[src/rtl/data_transposer.sv]
// Block transposer: buffers ROWS input rows, then emits up to ELEMS columns,
// where column k gathers element k of every buffered row (row 0 at the MSB).
module data_transposer #(
  parameter int WORD_W = 128,
  parameter int ELEM_W = 8,
  parameter int ROWS   = 8,
  localparam int ELEMS = WORD_W / ELEM_W,
  localparam int CH_W  = $clog2(ELEMS + 1)
) (
  input  logic              clk,
  input  logic              rst,
  input  logic [CH_W-1:0]   channel,
  input  logic              DI_valid,
  output logic              DI_ready,
  input  logic [WORD_W-1:0] DI,
  output logic              DO_valid,
  input  logic              DO_ready,
  output logic [WORD_W-1:0] DO,
  output logic              DO_last,
  output logic              busy,
  output logic              state_dbg
);

  // Handshakes: a transfer happens on a rising edge where valid and ready are
  // both high; a raised DO_valid stays high, with DO/DO_last frozen, until that
  // transfer happens. DI_ready depends only on state, never on DI_valid.

  localparam int RC_W = (ROWS > 1) ? $clog2(ROWS) : 1;

  typedef enum logic {
    FILL  = 1'b0,
    DRAIN = 1'b1
  } state_t;

  state_t            state_q;
  state_t            state_d;
  logic [WORD_W-1:0] row_buf [ROWS];
  logic [RC_W-1:0]   row_cnt;
  logic [CH_W-1:0]   col_cnt;
  logic [CH_W-1:0]   col_inc;
  logic [CH_W-1:0]   col_sel;
  logic [CH_W-1:0]   ch_lat;
  logic [CH_W-1:0]   ch_eff;
  logic [CH_W-1:0]   ch_blk;
  logic [WORD_W-1:0] col_next;
  logic              di_fire;
  logic              row_last;
  logic              start_drain;
  logic              do_fire;
  logic              end_drain;

  assign di_fire     = DI_valid & DI_ready;
  assign row_last    = (row_cnt == RC_W'(ROWS - 1));
  assign start_drain = di_fire & row_last;
  assign do_fire     = DO_valid & DO_ready;
  assign end_drain   = do_fire & DO_last;
  assign state_dbg   = state_q;

  // Out-of-range column counts fall back to a full-width block.
  assign ch_eff  = (channel == '0 || channel > CH_W'(ELEMS)) ? CH_W'(ELEMS) : channel;
  // A one-row block latches and finishes in the same cycle.
  assign ch_blk  = (row_cnt == '0) ? ch_eff : ch_lat;
  assign col_inc = col_cnt + CH_W'(1);
  assign col_sel = (state_q == FILL) ? '0 : col_inc;

  // Column gather; while filling, the final row is taken straight from DI so
  // column 0 is ready on the cycle the block completes.
  always_comb begin
    logic [WORD_W-1:0] row_view;
    logic [WORD_W-1:0] shifted;
    col_next = '0;
    row_view = '0;
    shifted  = '0;
    for (int r = 0; r < ROWS; r++) begin
      row_view = (state_q == FILL && r == ROWS - 1) ? DI : row_buf[r];
      shifted  = row_view << (int'(col_sel) * ELEM_W);
      col_next[WORD_W-1-r*ELEM_W -: ELEM_W] = shifted[WORD_W-1 -: ELEM_W];
    end
  end

  always_ff @(posedge clk or negedge rst) begin
    if (!rst) state_q <= FILL;
    else      state_q <= state_d;
  end

  always_comb begin
    state_d  = state_q;
    DI_ready = 1'b0;
    busy     = 1'b1;
    case (state_q)
      FILL: begin
        DI_ready = rst;
        busy     = (row_cnt != '0);
        if (start_drain) state_d = DRAIN;
      end
      DRAIN: begin
        if (end_drain) state_d = FILL;
      end
      default: state_d = FILL;
    endcase
  end

  always_ff @(posedge clk or negedge rst) begin
    if (!rst) begin
      row_cnt  <= '0;
      col_cnt  <= '0;
      ch_lat   <= CH_W'(ELEMS);
      DO_valid <= 1'b0;
      DO_last  <= 1'b0;
      DO       <= '0;
      for (int r = 0; r < ROWS; r++) row_buf[r] <= '0;
    end else begin
      if (di_fire) begin
        row_buf[row_cnt] <= DI;
        if (row_cnt == '0) ch_lat <= ch_eff;
        row_cnt <= row_last ? '0 : row_cnt + RC_W'(1);
      end
      if (start_drain) begin
        col_cnt  <= '0;
        DO_valid <= 1'b1;
        DO       <= col_next;
        DO_last  <= (ch_blk == CH_W'(1));
      end else if (do_fire) begin
        if (DO_last) begin
          col_cnt  <= '0;
          DO_valid <= 1'b0;
          DO_last  <= 1'b0;
        end else begin
          col_cnt <= col_inc;
          DO      <= col_next;
          DO_last <= (col_inc == ch_lat - CH_W'(1));
        end
      end
    end
  end

endmodule

[config.mk]
export PLATFORM = sky130hd
export DESIGN_NAME = data_transposer
export DESIGN_NICKNAME = d
export VERILOG_FILES = /design/src/rtl/data_transposer.sv
export SDC_FILE = /design/constraint.sdc
export NUM_CORES = 2
export LEC_CHECK = 0
export BUFFER_PORTS_ARGS = -buffer_cell sky130_fd_sc_hd__buf_2
export CORE_AREA = 5 5 255 319
export DETAILED_ROUTE_END_ITERATION = 12
export DIE_AREA = 0 0 260 324
export MAX_ROUTING_LAYER = met4
export PLACE_DENSITY_LB_ADDON = 0.25
export RECOVER_POWER = 25
export SYNTH_ARGS = -nofsm -noshare
export SYNTH_HDL_FRONTEND = slang
export SYNTH_SLANG_ARGS = --single-unit
[constraint.sdc]
create_clock -name clk -period 4.2 [get_ports clk]
set_input_delay 0.84 -clock clk [delete_from_list [all_inputs] [get_ports clk]]
set_output_delay 0.84 -clock clk [all_outputs]
set_load 0.05 [all_outputs]
==> run_results.csv <==
group,metric,value,unit
outcome,status,"complete, but fails checks",
outcome,failed_checks,"max-capacitance violations, max-slew violations",
critical_path,critical_path_peak_fanout,34,
detailed_routing,ant_nets,0,
yosys,netlist_top_cells_area,"sky130_fd_sc_hd__dfrtp_1 54%, sky130_fd_sc_hd__mux2_2 23%, sky130_fd_sc_hd__mux2i_1 2.9%",
grt,antenna_found_initial,8,
place,buffer_ports.inserted,205,
die,row_count,115,
critical_path,critical_path.cell_chain,"ha_1, xor2_4, and2_4, buf_12, buf_4, mux2_2, o21ai_0, a2bb2oi_1, o211ai_1",
pwr,total_leakage_power,24.6,nW
grt,global_route.overflow_total,0,
pwr,clock_power_share,20.4,%
layout,layout-drive-gt1-share,36.7,%
yosys,fraction_of_the_yosys_area_taken_by_sequential_cells,54.4,%
clock_tree,insertion_delay,0.71,ns
min_path,hold_path_class,"in -> reg",
sta,timing.final.ws_setup,0.394,ns
critical_path,critical_path_cell_count,9,
place,dp_slack,0.450,ns
layout,area_growth,10.8,%
detailed_routing,detail_route.iter0.violations,4589,
sta,fin_worst_skew,0.0347,ns
sta,timing.final.crit_share,90.6,%
critical_path,worstReg2RegEnd,"DO[124]",
critical_path,rr_startpoint,"col_cnt[0]",
critical_path,endpoint,"DO[124]",
die,chipHeight,324,um
clock_tree,tritoncts_num_sinks,1104,
sta,timing.slew.headroom,-42.7,%
grt,globalRouteTotalUtil,40.3,%
pwr,power_density,847,nW/um^2
layout,postLayoutCellArea,56300,sq um
grt,vias_in_the_first_global_route,35900,
die,ioPinCount,270,
clock_tree,htree_num_levels,3,
die,fp.dieArea,84200,sq um
grt,grt_pass1_wl,244,mm
yosys,synth_top_area_cell,"sky130_fd_sc_hd__dfrtp_1",
pwr,sequentialPowerShare,39.0,%
job,cap_viol_max_count,4,
clock_tree,numCtsBuffers,104,
place,detailed_place.area,52900,sq um
place,numPlacedInstances,5042,
sta,totalNegativeSetupSlack,0,ns
clock_tree,post_cts_buffers,0,
yosys,syn-mean-instance-area,12.7,sq um
yosys,synthesis.area,50800,sq um
critical_path,crit_path_end_kind,"register",
die,dieWidth,260,um
sta,worst_pin_slew,2.14,ns
yosys,synthArstFlopShare,100,%
clock_tree,cts_max_path_buffers,3,
critical_path,path_buf_inv,2,
sta,final-hold-violation-count,0,
clock_tree,cts.clk_slew.worst_paths,0.07,ns
detailed_routing,drcViolationCount,0,
clock_tree,root_buffer,"sky130_fd_sc_hd__clkbuf_16",
sta,fin_crit,3.81,ns
critical_path,required_arrival_time_at_the_worst_endpoint,4.76,ns
critical_path,critical_path.max_stage_delay,0.53,ns
sta,maxClockFrequency,263,MHz
clock_tree,cts_tree,"built",
yosys,synth.ff_latch_count,1104,
critical_path,setup.worst_path.start_class,"register",
critical_path,reg2reg_slack,0.39,ns
pwr,power.ir.vdd_worst,0.701,mV
detailed_routing,wire_per_inst,31.7,um
detailed_routing,vias,36300,
die,fp.coreArea,78100,sq um
layout,finish.net_count,4239,
place,gp_congestion,0.983,
yosys,yosysTopAreaCellShare,54.3,%
critical_path,timing.critical_path.from,"col_cnt[0]",
yosys,yosysWarningCount,0,
layout,leading_cell_type_in_the_layout_fill_and_taps_excluded,"sky130_fd_sc_hd__dfrtp_1",
critical_path,r2r.worst_path.cells,9,
layout,layout.cells.non_filler,5244,
die,initial_core_util,65.0,%
sta,report.final.slew_viol_count,313,
pwr,combinationalPowerShare,40.6,%
critical_path,critical_path_type,"reg -> reg",
yosys,yosys.cell_types.count,57,
sta,unrepaired_setup_endpoints_after_global_routing,"false",
pwr,total_switching_power,0.0188,W
yosys,synth_flop_cell,"sky130_fd_sc_hd__dfrtp_1",
detailed_routing,firstDrtPassIters,6,
pwr,power_switching_share,39.5,%
detailed_routing,routed_wirelength,166,mm
grt,grt_max_degree,159,
detailed_routing,vias_per_cell,6.91,
critical_path,cpMaxStageDelayCell,"sky130_fd_sc_hd__dfrtp_4",
pwr,internal_power,0.0289,W
layout,final_core_utilization,72.0,%
sta,setup_violations,0,
critical_path,timing.critical_path.arrival,4.36,ns
place,dp_hpwl,110,mm
layout,final_cell_mix,"1101 x sky130_fd_sc_hd__dfrtp_1, 1056 x sky130_fd_sc_hd__mux2_2, 283 x sky130_fd_sc_hd__nand2_1",
yosys,synth-edff-count,0,
critical_path,critical_path.top_delay_family,"compound AO/OA/AOI/OAI gates",
yosys,syn_inst_count,3985,
==> per-layer routing <==
metal / vias to the layer above / routed length (um) / track usage [%]
met5: - / 0 / -
met4: 0 / 15300 / 28.4
met3: 558 / 16300 / 9.05
met2: 2167 / 74600 / 58.8
met1: 18800 / 59900 / 50.3
li1: 14700 / - / -
==> through the flow <==
step                power, W  hold WS, ns
CTS                   0.0471        0.423
finish                0.0477        0.441
floorplan             0.0304        0.470
global route          0.0493        0.450
detailed placement    0.0374        0.484
global placement      0.0367        0.479
==> worst min-delay path, stage by stage <==
cell and delay (ns):
sky130_fd_sc_hd__buf_2 0.11, sky130_fd_sc_hd__nand2b_1 0.07, sky130_fd_sc_hd__o21ai_0 0.07
==> sequential cells by signal, indices dropped and copies added (netlist names) <==
register	cells
row_buf	1024
DO_last	1
DO_valid	1
state_dbg	1
col_cnt	5
ch_lat	5
DO	64
row_cnt	3
==> synthesized netlist by cell type (8+ instances only) <==
master / instances
sky130_fd_sc_hd__a211o_1: 18
sky130_fd_sc_hd__a211oi_1: 17
sky130_fd_sc_hd__a21oi_1: 93
sky130_fd_sc_hd__a22oi_1: 31
sky130_fd_sc_hd__a2bb2oi_1: 17
sky130_fd_sc_hd__a31o_2: 14
sky130_fd_sc_hd__a31oi_1: 57
sky130_fd_sc_hd__a32o_1: 8
sky130_fd_sc_hd__and3_1: 9
sky130_fd_sc_hd__buf_1: 18
sky130_fd_sc_hd__buf_2: 126
sky130_fd_sc_hd__buf_4: 74
sky130_fd_sc_hd__clkbuf_1: 149
sky130_fd_sc_hd__dfrtp_1: 1103
sky130_fd_sc_hd__inv_1: 16
sky130_fd_sc_hd__mux2_2: 1056
sky130_fd_sc_hd__mux2i_1: 146
sky130_fd_sc_hd__mux4_2: 25
sky130_fd_sc_hd__nand2_1: 287
sky130_fd_sc_hd__nand2b_1: 15
sky130_fd_sc_hd__nand3_1: 107
sky130_fd_sc_hd__nand3b_1: 25
sky130_fd_sc_hd__nand4_1: 9
sky130_fd_sc_hd__nor2_1: 56
sky130_fd_sc_hd__nor3_1: 30
sky130_fd_sc_hd__o211ai_1: 40
sky130_fd_sc_hd__o21ai_0: 90
sky130_fd_sc_hd__o21ai_1: 40
sky130_fd_sc_hd__o221ai_1: 52
sky130_fd_sc_hd__o22a_1: 48
sky130_fd_sc_hd__o22ai_1: 123
sky130_fd_sc_hd__or3_1: 9
sky130_fd_sc_hd__xnor2_1: 8
==> power groups by stage <==
stage | registers (W) | clock network, W | logic, W
after floorplan | 0.0182 | 0 | 0.0122
after global placement | 0.0183 | 0 | 0.0184
after detailed placement | 0.0185 | 0 | 0.0189
after CTS | 0.0184 | 0.00972 | 0.0190
after global routing | 0.0190 | 0.0102 | 0.0202
final | 0.0186 | 0.00970 | 0.0194
==> cell type report <==
class	instances	area, sq um
multi-input cells	2553	21600
clock buffers	159	3050
fillers	5406	21800
diodes	7	17.5
clock inverters	35	434
well taps	1053	1320
flip-flops and latches	1104	27600
repair buffers	317	2190
inverters	16	62.6
==> worst min-delay path by stage <==
stage / cells past startpoint / slack [ns] / startpoint / endpoint
detailed placement: 2 / 0.48 / DO[99] / DO[99]
global placement: 1 / 0.48 / row_buf[671] / row_buf[671]
finish: 3 / 0.44 / channel[2] / ch_lat[2]
global route: 3 / 0.45 / channel[1] / ch_lat[1]
floorplan: 1 / 0.47 / row_buf[664] / row_buf[664]
CTS: 3 / 0.42 / channel[2] / ch_lat[2]
==> kinds of logic (layout without fill, tap and decap cells) <==
logic type / count (synthesis) / after routing / share of synthesized area (%)
buf+inv: 391 / 527 / 3.85
compound gates: 679 / 679 / 8.97
xor+xnor: 12 / 12 / 0.222
other cells: 1 / 71 / 0.00738
simple gates: 565 / 565 / 5.02
flops: 1104 / 1104 / 54.4
mux: 1227 / 1227 / 27.4
fa+ha+maj: 6 / 6 / 0.148
==> repair_timing <==
item | in CTS | in global routing
setup endpoints to repair | 0 | 0
hold buffers | 1 | 0
gates resized for setup | 0 | 0
endpoints found under the hold margin | 16 | 0
Note: power is estimated with default switching activity, not from simulation.
